<file path="config.mk">
export PLATFORM = sky130hd
export DESIGN_NAME = id_stage
export DESIGN_NICKNAME = d
export VERILOG_FILES = /design/src/rtl/id_stage.sv
export SDC_FILE = /design/constraint.sdc
export NUM_CORES = 1
export LEC_CHECK = 0
export BUFFER_PORTS_ARGS = -buffer_cell sky130_fd_sc_hd__buf_4
export CORE_ASPECT_RATIO = 2
export CORE_MARGIN = 2
export CORE_UTILIZATION = 40
export CTS_CLUSTER_DIAMETER = 50
export DETAILED_ROUTE_END_ITERATION = 8
export GPL_TIMING_DRIVEN = 0
export PLACE_DENSITY_LB_ADDON = 0.05
export SETUP_SLACK_MARGIN = 0.1
export SKIP_CTS_REPAIR_TIMING = 1
export SLEW_MARGIN = 20
export SYNTH_ARGS = -nofsm -noshare
export SYNTH_HDL_FRONTEND = slang
export SYNTH_SLANG_ARGS = --single-unit
export TNS_END_PERCENT = 5
</file>
<file path="constraint.sdc">
create_clock -name clk -period 5.5 [get_ports clk]
set_input_delay 0.55 -clock clk [delete_from_list [all_inputs] [get_ports clk]]
set_output_delay 0.55 -clock clk [all_outputs]
set_load 0.005 [all_outputs]
</file>
<file path="src/rtl/id_stage.sv">
// ID stage of a five-stage RV32I pipeline: decodes the IF/ID slot, detects
// load-use hazards against the instruction in EX, and holds the ID/EX register.
module id_stage #(
  parameter logic [31:0] NOP_INSTR = 32'h0000_0013
) (
  input  logic        clk,
  input  logic        rst,
  input  logic        if_valid,
  input  logic [31:0] if_instr,
  input  logic [31:0] if_pc,
  output logic        id_ready,
  input  logic        ex_ready,
  input  logic        flush,
  output logic [4:0]  addr_rs1,
  output logic [4:0]  addr_rs2,
  input  logic [31:0] rs1_value_,
  input  logic [31:0] rs2_value_,
  output logic        ex_valid,
  output logic [31:0] ex_pc,
  output logic [31:0] ex_rs1_value,
  output logic [31:0] ex_rs2_value,
  output logic [31:0] ex_imm,
  output logic [4:0]  ex_rs1,
  output logic [4:0]  ex_rs2,
  output logic [4:0]  ex_rd,
  output logic [2:0]  ex_funct3,
  output logic [3:0]  ex_alu_op,
  output logic        ex_alu_src_imm,
  output logic        ex_pc_src,
  output logic        ex_mem_read,
  output logic        ex_mem_write,
  output logic        ex_reg_write,
  output logic        ex_branch,
  output logic        ex_jump,
  output logic        ex_jalr,
  output logic        ex_illegal
);

  localparam logic [6:0] OPC_LUI    = 7'b0110111;
  localparam logic [6:0] OPC_AUIPC  = 7'b0010111;
  localparam logic [6:0] OPC_JAL    = 7'b1101111;
  localparam logic [6:0] OPC_JALR   = 7'b1100111;
  localparam logic [6:0] OPC_BRANCH = 7'b1100011;
  localparam logic [6:0] OPC_LOAD   = 7'b0000011;
  localparam logic [6:0] OPC_STORE  = 7'b0100011;
  localparam logic [6:0] OPC_OPIMM  = 7'b0010011;
  localparam logic [6:0] OPC_OP     = 7'b0110011;

  localparam logic [3:0] ALU_ADD   = 4'd0;
  localparam logic [3:0] ALU_SUB   = 4'd1;
  localparam logic [3:0] ALU_SLL   = 4'd2;
  localparam logic [3:0] ALU_SLT   = 4'd3;
  localparam logic [3:0] ALU_SLTU  = 4'd4;
  localparam logic [3:0] ALU_XOR   = 4'd5;
  localparam logic [3:0] ALU_SRL   = 4'd6;
  localparam logic [3:0] ALU_SRA   = 4'd7;
  localparam logic [3:0] ALU_OR    = 4'd8;
  localparam logic [3:0] ALU_AND   = 4'd9;
  localparam logic [3:0] ALU_PASSB = 4'd10;

  typedef struct packed {
    logic        valid;
    logic [31:0] pc;
    logic [31:0] rs1Value;
    logic [31:0] rs2Value;
    logic [31:0] imm;
    logic [4:0]  rs1;
    logic [4:0]  rs2;
    logic [4:0]  rd;
    logic [2:0]  funct3;
    logic [3:0]  aluOp;
    logic        aluSrcImm;
    logic        pcSrc;
    logic        memRead;
    logic        memWrite;
    logic        regWrite;
    logic        branch;
    logic        jump;
    logic        jalr;
    logic        illegal;
  } idEx_t;

  // ALU operation from the opcode/funct fields; shared by the live decode and the bubble
  function automatic logic [3:0] decodeAluOp(input logic [6:0] opcode,
                                             input logic [2:0] funct3,
                                             input logic       funct7b5);
    logic [3:0] op;
    op = ALU_ADD;
    case (opcode)
      OPC_LUI:    op = ALU_PASSB;
      OPC_BRANCH: op = ALU_SUB;
      OPC_OPIMM, OPC_OP: begin
        case (funct3)
          3'b000:  op = (opcode == OPC_OP && funct7b5) ? ALU_SUB : ALU_ADD;
          3'b001:  op = ALU_SLL;
          3'b010:  op = ALU_SLT;
          3'b011:  op = ALU_SLTU;
          3'b100:  op = ALU_XOR;
          3'b101:  op = funct7b5 ? ALU_SRA : ALU_SRL;
          3'b110:  op = ALU_OR;
          default: op = ALU_AND;
        endcase
      end
      default:    op = ALU_ADD;
    endcase
    return op;
  endfunction

  logic [6:0]  w_opcode;
  logic [31:0] w_immI, w_immS, w_immB, w_immU, w_immJ;
  logic        w_usesRs1, w_usesRs2, w_loadUse;
  idEx_t       w_dec, w_bubble, r_idEx;

  assign w_opcode = if_instr[6:0];
  assign addr_rs1 = if_instr[19:15];
  assign addr_rs2 = if_instr[24:20];

  assign w_immI = {{20{if_instr[31]}}, if_instr[31:20]};
  assign w_immS = {{20{if_instr[31]}}, if_instr[31:25], if_instr[11:7]};
  assign w_immB = {{19{if_instr[31]}}, if_instr[31], if_instr[7], if_instr[30:25], if_instr[11:8], 1'b0};
  assign w_immU = {if_instr[31:12], 12'h000};
  assign w_immJ = {{11{if_instr[31]}}, if_instr[31], if_instr[19:12], if_instr[20], if_instr[30:21], 1'b0};

  // Decode the current IF/ID slot into the form the ID/EX register stores
  always_comb begin
    w_dec          = '0;
    w_usesRs1      = 1'b1;
    w_usesRs2      = 1'b0;
    w_dec.valid    = if_valid;
    w_dec.pc       = if_pc;
    w_dec.rs1Value = rs1_value_;
    w_dec.rs2Value = rs2_value_;
    w_dec.rs1      = if_instr[19:15];
    w_dec.rs2      = if_instr[24:20];
    w_dec.rd       = if_instr[11:7];
    w_dec.funct3   = if_instr[14:12];
    w_dec.aluOp    = decodeAluOp(w_opcode, if_instr[14:12], if_instr[30]);
    case (w_opcode)
      OPC_LUI: begin
        w_usesRs1 = 1'b0; w_dec.imm = w_immU;
        w_dec.aluSrcImm = 1'b1; w_dec.regWrite = 1'b1;
      end
      OPC_AUIPC: begin
        w_usesRs1 = 1'b0; w_dec.imm = w_immU;
        w_dec.aluSrcImm = 1'b1; w_dec.pcSrc = 1'b1; w_dec.regWrite = 1'b1;
      end
      OPC_JAL: begin
        w_usesRs1 = 1'b0; w_dec.imm = w_immJ;
        w_dec.aluSrcImm = 1'b1; w_dec.pcSrc = 1'b1; w_dec.jump = 1'b1; w_dec.regWrite = 1'b1;
      end
      OPC_JALR: begin
        w_dec.imm = w_immI;
        w_dec.aluSrcImm = 1'b1; w_dec.jump = 1'b1; w_dec.jalr = 1'b1; w_dec.regWrite = 1'b1;
      end
      OPC_BRANCH: begin
        w_usesRs2 = 1'b1; w_dec.imm = w_immB; w_dec.branch = 1'b1;
      end
      OPC_LOAD: begin
        w_dec.imm = w_immI;
        w_dec.aluSrcImm = 1'b1; w_dec.memRead = 1'b1; w_dec.regWrite = 1'b1;
      end
      OPC_STORE: begin
        w_usesRs2 = 1'b1; w_dec.imm = w_immS;
        w_dec.aluSrcImm = 1'b1; w_dec.memWrite = 1'b1;
      end
      OPC_OPIMM: begin
        w_dec.imm = w_immI;
        w_dec.aluSrcImm = 1'b1; w_dec.regWrite = 1'b1;
      end
      OPC_OP: begin
        w_usesRs2 = 1'b1; w_dec.regWrite = 1'b1;
      end
      default: begin
        w_dec.illegal = 1'b1;
        w_dec.funct3  = 3'b000;
      end
    endcase
    if (w_dec.rd == 5'd0) w_dec.regWrite = 1'b0;
  end

  // Bubble contents: invalid, all flags clear, multi-bit controls taken from the NOP decode
  always_comb begin
    w_bubble        = '0;
    w_bubble.funct3 = NOP_INSTR[14:12];
    w_bubble.aluOp  = decodeAluOp(NOP_INSTR[6:0], NOP_INSTR[14:12], NOP_INSTR[30]);
  end

  assign w_loadUse = r_idEx.valid & r_idEx.memRead & (r_idEx.rd != 5'd0) & if_valid &
                     ((w_usesRs1 & (if_instr[19:15] == r_idEx.rd)) |
                      (w_usesRs2 & (if_instr[24:20] == r_idEx.rd)));
  assign id_ready  = ex_ready & ~w_loadUse;

  // ID/EX register: flush beats stall, stall beats load-use bubble, otherwise capture
  always_ff @(posedge clk or negedge rst) begin
    if (!rst)              r_idEx <= '0;
    else if (flush)        r_idEx <= w_bubble;
    else if (!ex_ready)    r_idEx <= r_idEx;
    else if (w_loadUse)    r_idEx <= w_bubble;
    else if (!if_valid)    r_idEx <= w_bubble;
    else                   r_idEx <= w_dec;
  end

  assign ex_valid       = r_idEx.valid;
  assign ex_pc          = r_idEx.pc;
  assign ex_rs1_value   = r_idEx.rs1Value;
  assign ex_rs2_value   = r_idEx.rs2Value;
  assign ex_imm         = r_idEx.imm;
  assign ex_rs1         = r_idEx.rs1;
  assign ex_rs2         = r_idEx.rs2;
  assign ex_rd          = r_idEx.rd;
  assign ex_funct3      = r_idEx.funct3;
  assign ex_alu_op      = r_idEx.aluOp;
  assign ex_alu_src_imm = r_idEx.aluSrcImm;
  assign ex_pc_src      = r_idEx.pcSrc;
  assign ex_mem_read    = r_idEx.memRead;
  assign ex_mem_write   = r_idEx.memWrite;
  assign ex_reg_write   = r_idEx.regWrite;
  assign ex_branch      = r_idEx.branch;
  assign ex_jump        = r_idEx.jump;
  assign ex_jalr        = r_idEx.jalr;
  assign ex_illegal     = r_idEx.illegal;

endmodule

</file>
; ---- Word level (Yosys, flattened, before mapping)
; Index checks and enable logic that the tools add are counted.
[op_classes]
eq_ne = 17
n_mux = 22
bitwise_logic = 9
reduce_logical = 15
[ops]
columns = op, n
row1 = 2-to-1 mux 160 bit, 4
row2 = case mux 32 bit (5 select lines), 1
row3 = case mux 4 bit (7 select lines), 1
row4 = "equality test 7 x 6 -> 1 bit, second input constant", 3
row5 = "equality test 7 bit, second input constant", 3
row6 = "equality test 7 x 5 -> 1 bit, second input constant", 2
row7 = 2-to-1 mux 1 bit, 14
row8 = OR reduction 7 bit, 2
row9 = case mux 4 bit (3 select lines), 1
row10 = equality test 5 bit, 2
row11 = "equality test 3 bit, second input constant", 3
row12 = OR reduction 3 bit, 3
row13 = OR reduction 9 bit, 1
row14 = OR reduction 2 bit, 4
row15 = AND 1 bit, 7
row16 = "equality test 7 x 2 -> 1 bit, second input constant", 1
row17 = "equality test 3 x 2 -> 1 bit, second input constant", 2
row18 = logical NOT 5 bit, 1
row19 = nonzero test 5 bit, 1
row20 = "equality test 3 x 1 -> 1 bit, second input constant", 1
row21 = logical NOT 3 bit, 1
row22 = 2-to-1 mux 3 bit, 1
row23 = nonzero test 2 bit, 1
row24 = logical AND 1 bit, 1
row25 = 2 further kinds, 2
[word_totals]
ff_bits = 160
in_bits = 133
output_inout_bits = 171
wordCells = 82

; ---- Longest topological paths before layout
[logic_depth]
word_depth = 9
depth_mapped = 8
ltp_nobuf = 5

; ---- Least setup slack after synthesis
; No wires, ideal clock.
[synth_path]
path_type = input-to-reg
startpoint = input if_instr[3]
endpoint = register r_idEx, in the netlist ex_rd[0]
setup_ns = 0.121
arrival_time_ns = 2.127
t_required_ns = 5.379
slack_ns = 3.252
path_stages = 8
path_cell_list = buf_6 -> and4bb_4 -> nand4_1 -> or3_1 -> and3_4 -> buf_6 -> buf_6 -> a22o_1
[synth_between]
elab_chain_len = 9
elab_cells_between_ends = 17
classes_between = eq/ne (6) / mux (5) / bitwise (4) / reduce/logical (2)
[synth_rtl]
columns = element, line_no
row1 = "start, declared", 9  ; input logic [31:0] if_instr,
row2 = "equality test 7 bit, or another cell as far along", 138  ; case (w_opcode)
row3 = OR reduction 3 bit (no line), n/a
row4 = 2-to-1 mux 1 bit, 138
row5 = "AND 1 bit, on equally long branches", "189, 190"
row6 = bitwise OR 1 bit (*), 189  ; ((w_usesRs1 & (if_instr[19:15] == r_idEx.rd)) |
row7 = AND 1 bit (*), 188  ; assign w_loadUse = r_idEx.valid & r_idEx.memRead & (r_idEx.rd != 5'd0) & if_valid &
row8 = 2-to-1 mux 160 bit (*), 198  ; else if (w_loadUse) r_idEx <= w_bubble;
row9 = 2-to-1 mux 160 bit (*), 197  ; else if (!ex_ready) r_idEx <= r_idEx;
row10 = 2-to-1 mux 160 bit (*), 196  ; else if (flush) r_idEx <= w_bubble;
row11 = "end signal, assigned", 196
row12 = "end signal, assigned", 197
row13 = "end signal, assigned", 198
row14 = "end, declared", 112  ; idEx_t w_dec, w_bubble, r_idEx;
; Every way passes the cells marked *; elsewhere a longest branch is shown, timed or not. The select of a mux whose other input is x is not followed.
; A chain may end at the register's enable or synchronous reset.

; ---- Worst setup path after layout
[layout_path]
startpoint = register r_idEx, in the netlist ex_rd[1]
endpoint = output id_ready
[layout_between]
elab_chain_len = 6
elab_cells_between_ends = 11
classes_between = eq/ne (2) / bitwise (8) / reduce/logical (1)
[layout_rtl]
columns = element, line_no
row1 = "equality test 5 bit, or another cell as far along", 189
row2 = "AND 1 bit, on equally long branches", "189, 188, 190"
row3 = bitwise OR 1 bit or AND 1 bit (tied branches), "189, 188"
row4 = AND 1 bit (*), 188
row5 = NOT 1 bit (*), 191  ; assign id_ready = ex_ready & ~w_loadUse;
row6 = AND 1 bit (*), 191
row7 = "end, declared", 11  ; output logic id_ready,
; Every way passes the cells marked *; elsewhere a longest branch is shown, timed or not.

==> reports/metrics.csv <==
metric,value,unit
drive_gt1_frac,0.4279,
antenna_found_initial,0,
io_pins,304,
setup_viol,0,
worst_skew_pair.late_latency,0.42,ns
irDropWorstVdd,0.1812,mV
rsz0062_at_grt,false,
clk_pin_slew,0.06,ns
synth_top_area_share,0.6117,
maxCapViolations,0,
clock.fmax,374.3,MHz
drtPass1Iterations,5,
io_buffers,299,
via_count,5659,
ant_nets,0,
row_count,66,
grt_max_degree,96,
status,finished clean,
synth-edff-count,0,
start_util,0.4064,
synth_area_leaders,"dfrtp_1 (61%), a22o_1 (15%), nand2_1 (2.9%), buf_6 (2.4%), a32o_1 (2.3%)",
drc,0,
cts_sinks,160,
h-tree-depth,4,
grt_util_all_layers,0.2331,
multiInputGateArea,2170,um^2
startpoint,ex_rd[1],
maxSlewHeadroom,0.4765,
place_congestion,0.8652,
drtIter0Drc,286,
cts_buffer_depth,2,
fillers,1371,
syn_to_final_growth,47.96,%
core,16100,um^2
die_h,184.9,um
antenna_cells,0,
avgSynthCellArea,12.40,um^2
grt_overflow,0,
hpwl,14940,um
power_density,281.6,nW/um^2
ys_seq_area_frac,0.6117,
viasPerCell,5.319,
yosysTopAreaCell,dfrtp_1,
layout.nets,980,
grt_pass1_vias,5629,
drt_wl_total,20440,um
r2r_cells,7,
fin_util,0.6014,
dieArea,17460,um^2
root_buffer,clkbuf_16,
synth_common_cells,"dfrtp_1 (160), a22o_1 (115), nand2_1 (50), a21oi_1 (26), clkbuf_1 (26)",
hold_path.class,input port to async pin,
seqCellArea,4004,um^2
synth_warnings,0,
worst_pin_slew,0.7770,ns
syn_inst,528,
required,4.95,ns
grt_first_pass_wirelength,30990,um
period_needed,2.672,ns
syn_area,6545,um^2
routedWlPerCell,19.21,um
timing.rr.start,ex_rd[1],
p_leak,0.004895,uW
finalSetupTns,0,ns
yosysMostFrequentCell,dfrtp_1,
worstSetupPathType,flip-flop to output port,
skew,0.006337,ns
syn_nets,661,
tritoncts,done,
die-width,94.45,um
end_kind,output port,
finalHoldViolCount,0,
cp-start-kind,flip-flop,
drv_slew,0,
crit_arrival,2.12,ns
synth-async-reset-ratio,1.000,
path_max_fanout,5,
ys.flop_type,dfrtp_1,
post-route-period-util,0.4857,
cts_buffers,17,
ys_ff_latch,160,
post_synth_num_cell_types,41,
[worst paths after layout]
path | endpoint | slack, ns
min in group clk | ex_rs1_value[9] | 0.34
worst min-delay path | ex_pc[6] | 0.14
worst min register to register | ex_imm[23] | 0.48
worst max-delay path | id_ready | 2.83
max in group asynchronous | ex_rs2_value[17] | 4.57
worst max register to register | ex_rs1_value[30] | 3.26
[power breakdown]
group | internal (uW) | switching (uW) | total (uW)
logic | 160 | 141 | 302
registers | 1210 | 20.4 | 1230
clock network | 683 | 513 | 1200
[flip-flops by register name (all words and copies together) (netlist names), 3 cells and up]
| name | cells |
|---|---|
| ex_funct3 | 3 |
| ex_pc | 32 |
| ex_alu_op | 4 |
| ex_rs1 | 5 |
| ex_rs2 | 5 |
| ex_rd | 5 |
| ex_imm | 32 |
| ex_rs1_value | 32 |
| ex_rs2_value | 32 |
[kinds of logic (layout without fill, tap and decap cells)]
kind of cell,count (synthesis),in the layout,share of synthesized area
buf+inv,60,392,0.05754
flops,160,160,0.6117
simple gates,89,89,0.06691
xor+xnor,10,10,0.01338
compound gates,209,209,0.2504
[final cells by class]
cell class,instances,area share
plain buffers,56,0.03734
clock buffers,17,0.04393
clock inverters,15,0.01796
inverters,4,0.001550
multi-input cells,308,0.2240
flip-flops and latches,160,0.4134
well taps,204,0.02636
repair buffers,300,0.2354
[layer usage]
| layer | vias to the layer above | GRT usage | part of all wire |
|---|---|---|---|
| met5 | - | 0 | 0 |
| met4 | 0 | 0.09797 | 0.033 |
| met3 | 37 | 0.05167 | 0.064 |
| met2 | 244 | 0.3697 | 0.50 |
| met1 | 2756 | 0.3073 | 0.41 |
| li1 | 2622 | - | - |
[layout by cell type (no fill, tap or decap), types with 2 or more instances in the layout]
cell type,n
a22o_1,115
o31ai_1,15
and2_1,2
a211oi_1,2
nand2_1,50
clkbuf_1,26
inv_6,5
a32o_1,15
buf_6,14
xnor2_1,10
a21oi_1,26
bufinv_16,2
o21ai_0,22
a31oi_1,2
a22oi_1,4
clkinv_4,2
nor3_1,6
clkinvlp_4,4
nor2_1,8
inv_1,4
nor2b_1,3
nand3_1,4
buf_4,309
dfrtp_1,160
clkbuf_16,17
inv_8,2
nand4_1,2
buf_2,4
and3_1,4
[through the flow]
| step | hold WS (ns) | worst slack [ns] | instance area (um^2) | cells | power [uW] |
|---|---|---|---|---|---|
| detailed placement | 0.4729 | 2.864 | 9080 | 1032 | 1556 |
| global placement | 0.4647 | 2.837 | 9045 | 1031 | 1550 |
| floorplan | 0.2544 | 3.252 | 6545 | 528 | 1356 |
| CTS | 0.1765 | 2.827 | 9679 | 1064 | 2761 |
| finish | 0.1370 | 2.828 | 9684 | 1064 | 2727 |
| global route | 0.1976 | 2.752 | 9684 | 1064 | 2844 |
[worst max-delay path, cell delays in order, from the launching register on]
cell and delay [ns]:
dfrtp_1 0.45, or4_1 0.54, o21ai_1 0.22, or3_1 0.20
and3_1 0.18, buf_4 0.11
Note: power is estimated with default switching activity, not from simulation.
